==> src/rtl/dev_irq_ctrl.sv <==
// Interrupt controller: latches IRQ_IN rising edges as pending bits and runs one REQ/INTA/EOI handshake at a time.
// INTR asserts one cycle after a source becomes pending and enabled; register reads are combinational.
module dev_irq_ctrl #(
  parameter int               DBITS  = 32,
  parameter int               NIRQ   = 4,
  parameter logic [DBITS-1:0] IEADDR = 32'hF0000800,
  parameter logic [DBITS-1:0] IPADDR = 32'hF0000804,
  parameter logic [DBITS-1:0] IDADDR = 32'hF0000808
) (
  input  logic             CLK,
  input  logic             RESET_N,
  input  logic [DBITS-1:0] ABUS,
  input  logic             WE,
  input  logic [DBITS-1:0] DBUS_IN,
  output logic [DBITS-1:0] DBUS_OUT,
  input  logic [NIRQ-1:0]  IRQ_IN,
  output logic             INTR,
  input  logic             INTA,
  output logic [3:0]       IRQ_ID
);

  typedef enum logic [1:0] {IDLE, REQ, SVC} stateT;

  stateT           state, stateNext;
  logic [NIRQ-1:0] ie, ip, prevIrq;
  logic [NIRQ-1:0] ipNext, setBits, act, idMask;
  logic            isv, isvNext, intrNext, ackClr;
  logic [3:0]      sel, irqIdNext;
  logic            ieWr, ipWr, eoiWr;
  logic            unusedDbus;

  assign ieWr    = WE && (ABUS == IEADDR);
  assign ipWr    = WE && (ABUS == IPADDR);
  assign eoiWr   = WE && (ABUS == IDADDR);
  assign setBits = IRQ_IN & ~prevIrq;
  assign act     = ip & ie;

  assign unusedDbus = ^DBUS_IN[DBITS-1:NIRQ];

  // Lowest index wins: scan from the top so lower indices overwrite.
  always_comb begin
    sel = 4'd0;
    for (int i = NIRQ - 1; i >= 0; i--) begin
      if (act[i]) sel = 4'(i);
    end
  end

  always_comb begin
    idMask = '0;
    for (int i = 0; i < NIRQ; i++) begin
      idMask[i] = (IRQ_ID == 4'(i));
    end
  end

  always_comb begin
    stateNext = state;
    intrNext  = INTR;
    isvNext   = isv;
    irqIdNext = IRQ_ID;
    ackClr    = 1'b0;
    case (state)
      IDLE: begin
        if (|act) begin
          irqIdNext = sel;
          intrNext  = 1'b1;
          stateNext = REQ;
        end
      end
      REQ: begin
        if (INTA) begin
          ackClr    = 1'b1;
          isvNext   = 1'b1;
          intrNext  = 1'b0;
          stateNext = SVC;
        end else if (!(|(act & idMask))) begin
          // Source masked or cleared by software: withdraw, re-pick from IDLE.
          intrNext  = 1'b0;
          stateNext = IDLE;
        end
      end
      SVC: begin
        if (eoiWr) begin
          isvNext   = 1'b0;
          stateNext = IDLE;
        end
      end
      default: begin
        intrNext  = 1'b0;
        isvNext   = 1'b0;
        stateNext = IDLE;
      end
    endcase
  end

  // New rises win over a software clear; the acknowledge clear wins over both.
  always_comb begin
    ipNext = ip | setBits;
    if (ipWr) ipNext = (ip & ~DBUS_IN[NIRQ-1:0]) | setBits;
    if (ackClr) ipNext = ipNext & ~idMask;
  end

  always_ff @(posedge CLK or negedge RESET_N) begin
    if (!RESET_N) begin
      state   <= IDLE;
      ie      <= '0;
      ip      <= '0;
      prevIrq <= '0;
      isv     <= 1'b0;
      INTR    <= 1'b0;
      IRQ_ID  <= 4'd0;
    end else begin
      state   <= stateNext;
      ip      <= ipNext;
      prevIrq <= IRQ_IN;
      isv     <= isvNext;
      INTR    <= intrNext;
      IRQ_ID  <= irqIdNext;
      if (ieWr) ie <= DBUS_IN[NIRQ-1:0];
    end
  end

  always_comb begin
    DBUS_OUT = '0;
    if (!WE) begin
      if (ABUS == IEADDR)      DBUS_OUT = DBITS'(ie);
      else if (ABUS == IPADDR) DBUS_OUT = DBITS'(ip);
      else if (ABUS == IDADDR) DBUS_OUT = DBITS'({isv, INTR, 3'b000, IRQ_ID});
    end
  end

endmodule

==> config.mk <==
export PLATFORM = sky130hd
export DESIGN_NAME = dev_irq_ctrl
export DESIGN_NICKNAME = d
export VERILOG_FILES = /design/src/rtl/dev_irq_ctrl.sv
export SDC_FILE = /design/constraint.sdc
export NUM_CORES = 1
export LEC_CHECK = 0
export CAP_MARGIN = 10
export CORE_MARGIN = 2
export CORE_UTILIZATION = 26
export DETAILED_ROUTE_END_ITERATION = 10
export PLACE_DENSITY = 0.81
export SLEW_MARGIN = 20
export SYNTH_ARGS = -nofsm -noshare
export SYNTH_HDL_FRONTEND = slang
export SYNTH_SLANG_ARGS = --single-unit
==> constraint.sdc <==
create_clock -name CLK -period 1.4 [get_ports CLK]
set_clock_uncertainty 0.15 [all_clocks]
set_input_delay 0.21 -clock CLK [delete_from_list [all_inputs] [get_ports CLK]]
set_output_delay 0.21 -clock CLK [all_outputs]
set_load 0.01 [all_outputs]
# After elaboration in Yosys (flattened, before gate mapping)
# Cells that the tools add are included.
[word_totals] inputBits=72 out_inout_bits=37 wordCells=66 regBits=20
[op_classes] reduce_logical=11 n_bitwise=12 n_mux=24 eq_ne=12
[ops] cell="32-bit equality test (second input constant)" n=3
[ops] cell="9-bit two-way mux" n=4
[ops] cell="4-bit AND" n=5
[ops] cell="4-bit two-way mux" n=4
[ops] cell="2-bit two-way mux" n=6
[ops] cell="4-bit inverter" n=3
[ops] cell="3-bit AND reduction" n=3
[ops] cell="4-bit by 2-bit equality test with 1-bit output (second input constant)" n=2
[ops] cell="4-bit OR" n=2
[ops] cell="4-bit OR reduction" n=2
[ops] cell="1-bit two-way mux" n=7
[ops] cell="2-bit != test (second input constant)" n=3
[ops] cell="1-bit case mux with 3 select lines" n=2
[ops] cell="2-bit case mux with 3 select lines" n=1
[ops] cell="4-bit by 1-bit equality test with 1-bit output (second input constant)" n=1
[ops] cell="4-bit logical NOT" n=1
[ops] cell="1-bit logical AND" n=3
[ops] cell="3-bit != test (second input constant)" n=1
[ops] cell="2-bit by 1-bit equality test with 1-bit output (second input constant)" n=1
[ops] cell="2-bit equality test (second input constant)" n=1
[ops] cell="2-bit logical NOT" n=1
[ops] cell="1-bit inverter" n=2
[ops] cell="2-bit AND reduction" n=1

# Depth between registers and ports, before layout
[depth] ltp_word=6 ltp_mapped=5 depth_no_buf=4

# Worst setup path before layout
# Ideal clock, no wire load.
[synth_path] path_kind="input to output" startpoint="in ABUS[1]" endpoint="out DBUS_OUT[2]" arrival_ps=1396 path_slack_ps=-356 path_stages=4 n_path_buf=0 required_time_ps=1040 path_cell_list="nor4_1 nand4_1 nor3_1 nor3b_1"
[synth_between] elab_chain_len=5 elab_cells_between_ends=7 cone_classes="3 x eq/ne; 4 x mux"
[synth_lines] element="start, declared" line="12" text="input logic [DBITS-1:0] ABUS,"
[synth_lines] element="32-bit equality test" line="127" text="else if (ABUS == IDADDR) DBUS_OUT = DBITS'({isv, INTR, 3'b000, IRQ_ID});"
[synth_lines] element="9-bit two-way mux" line="127"
[synth_lines] element="9-bit two-way mux" line="126" text="else if (ABUS == IPADDR) DBUS_OUT = DBITS'(ip);"
[synth_lines] element="9-bit two-way mux *" line="125" text="if (ABUS == IEADDR) DBUS_OUT = DBITS'(ie);"
[synth_lines] element="9-bit two-way mux *" line="124" text="if (!WE) begin"
[synth_lines] element="end, declared" line="15" text="output logic [DBITS-1:0] DBUS_OUT,"
# Mark *: on every way between the ends. The rest lies on a longest branch, timed or not.

# Final worst setup path
[layout_path] startpoint="in ABUS[4]" endpoint="out DBUS_OUT[3]"
# The elaborated chain is that of the path after synthesis.

==> flow_metrics.py <==
metrics = {
    "placement": {
        "place_congestion": 0.890,
        "placed_area_sq_mm": 0.00194,
        "dp_cells": 264,
        "dp_hpwl_um": 2730,
        "port_buffers": 52,
    },
    "finish": {
        "fin_cells": 280,
        "drive_above_1_share_pct": 45.1,
        "num-fill-cells": 441,
        "design_area_sq_mm": 0.00217,
        "fin_nets": 299,
        "syn_to_final_growth_pct": 76.9,
        "antenna_cells": 0,
    },
    "clocking": {
        "cts_made_buffers": 3,
        "ctsHoldBuffers": 0,
        "worstSkewPairLatency_ns": 0.25,
        "cts-root-buf": "clkbuf_8",
        "htreeDepth": 1,
        "clk_pin_slew_ns": 0.07,
        "cts_num_sinks": 18,
        "clock_path_buffers": 2,
        "cts_tree": "done",
    },
    "floorplan": {
        "start_util_pct": 26.5,
        "num_rows": 25,
        "core_sq_mm": 0.00463,
        "fp.dieH_um": 72.7,
        "die_width_um": 72.7,
        "ios": 109,
        "dieArea_sq_mm": 0.00529,
    },
    "sta": {
        "min_period_over_period_pct": 138,
        "fmax_mhz": 519,
        "slew_violations": 0,
        "setup_violations": 18,
        "fin_crit_ns": 1.93,
        "postLayoutSetupSlackWorst_ns": -0.527,
        "rsz0062_at_grt": "true",
        "whs_ns": 0.130,
        "finalHoldViolations": 0,
    },
    "synthesis": {
        "synth_area_sq_mm": 0.00123,
        "synth-seq-cells": 18,
        "ys_types": 31,
        "synth_edf_count": 0,
        "syn_inst": 132,
        "synth_ff_type": "dfrtp_1",
        "synth_area_leader_cell": "dfrtp_1",
        "synth_most_common_cell": "buf_4",
        "yosys_warnings": 0,
        "async_reset_ff_share_pct": 100,
        "ys_top_cells_by_count": "buf_4 (28), dfrtp_1 (18), nand2_1 (15), a21oi_1 (7), nor2_1 (6)",
        "syn_area_per_cell_sq_um": 9.31,
        "ys_seq_area_share_pct": 36.7,
        "synth.top_cell.area_share_pct": 36.7,
        "ys_top_cells_by_area": "dfrtp_1 (37%), buf_4 (17%), nand2_1 (4.6%)",
    },
    "pwr": {
        "peakVddDrop_mv": 0.428,
        "power_leakage_nw": 1.07,
        "powerDensity_mw_per_mm2": 551,
    },
    "route": {
        "remaining_drc_errors": 0,
        "vias": 1272,
        "first_iter_violations": 24,
        "dr_wl_met2_um": 2110,
        "postRouteWirelength_um": 3800,
        "ant_nets": 0,
        "first_pass_iters": 4,
        "drt-met1-wl_um": 1480,
        "top_layer_used": "met4",
        "post_drt_wl_per_cell_um": 13.6,
        "via_per_inst": 4.54,
        "route.met3.wl_um": 197,
    },
    "critical_path": {
        "start_kind": "primary input",
        "end_kind": "primary output",
        "arrival_ns": 1.57,
        "critPathRequiredTime_ns": 1.04,
        "path_max_fanout": 6,
        "worstSetupPathType": "primary input to primary output",
    },
    "global_route": {
        "grt_max_degree": 19,
        "track_usage_pct": 15.1,
        "grt_antenna_before_repair": 0,
        "grt_pass1_wl_um": 6130,
        "overflow": 0,
        "grt_pass1_vias": 1262,
    },
    "outcome": {
        "violations": "negative setup slack",
        "status": "complete, but fails checks",
    },
    "run": {
        "timing.max_cap.violations": 0,
    },
    "min_path": {
        "hold_path.class": "primary input to async pin",
    },
}
kinds of logic (layout without fill, tap and decap cells):
logic type             count (synthesis)  count (layout)  share of synthesized area [%]
AND/OR/NAND/NOR                       51              51                           24.7
buffers and inverters                 33             100                           18.6
AO/OA/AOI/OAI                         19              19                           10.1
flip-flops                            18              18                           36.7
multiplexers                          10              10                           9.57
other                                  1              28                          0.305
where the power goes:
part           switching [mW]  total [mW]  internal [mW]
sequential            0.00143       0.527          0.526
clock                   0.178       0.428          0.250
combinational           0.116       0.242          0.126
through the flow:
stage          total power [mW]  worst slack (ns)  setup TNS, ns  utilization, %
2_1_floorplan             0.662            -0.295          -2.80               -
3_3_place_gp              0.762             -1.17         -14.65            41.8
3_5_place_dp              0.766             -1.24         -15.76            41.8
4_1_cts                    1.20            -0.467          -4.25            45.5
5_1_grt                    1.26            -0.620          -6.63            46.9
6_report                   1.20            -0.527          -5.35            46.9
metal layers:
layer	vias to the layer above	global-route usage (%)
li1	609	-
met1	613	17.5
met2	48	28.2
met3	2	2.35
met4	0	4.73
met5	-	0
critical path, stage by stage:
cell,delay [ns]
buf_6,0.10
nor4_4,0.30
nand4_1,0.18
buf_4,0.18
nor3_2,0.09
buf_4,0.15
nor3b_4,0.19
buf_2,0.16
placed cells by master (no fill, tap or decap), types with 6 or more instances in the layout:
cell type        instances
buf_4                   35
conb_1                  28
clkdlybuf4s50_1         11
clkdlybuf4s15_1          7
dfrtp_1                 17
dlygate4sd2_1            6
nand2_1                 13
buf_6                   14
buf_2                   15
timing repair:
action,4_1_cts,5_1_grt
endpoints found under the setup margin,21,20
gates resized for setup,145,28
pin swaps,18,13
buffers inserted,18,5
sequential cells by signal, summed over array words and instances (netlist names):
register and cells:
IRQ_ID 2, ip 4, isv 1, state 2, prevIrq 4, ie 4
INTR 1
cell type report:
type / instances / area [sq um] / share of cell area [%]
Multi-Input combinational cell: 108 / 835 / 38.4
Timing Repair Buffer: 93 / 753 / 34.7
Sequential cell: 18 / 452 / 20.8
Tap cell: 54 / 67.6 / 3.11
Clock buffer: 4 / 55.1 / 2.53
Inverter: 3 / 11.3 / 0.518
worst paths after layout:
kind                       cells past startpoint      start     endpoint  slack, ns
setup / recovery                               8    ABUS[4]  DBUS_OUT[3]      -0.53
hold / removal                                 2    RESET_N        ie[1]       0.13
setup reg to reg                               4  IRQ_ID[0]         INTR      -0.18
hold reg to reg                                1      ie[0]        ie[0]       0.41
max in group asynchronous                      2    RESET_N    IRQ_ID[0]       0.76
min in group CLK                               1  IRQ_IN[2]   prevIrq[2]       0.26
Power figures use the tool's default switching activity.
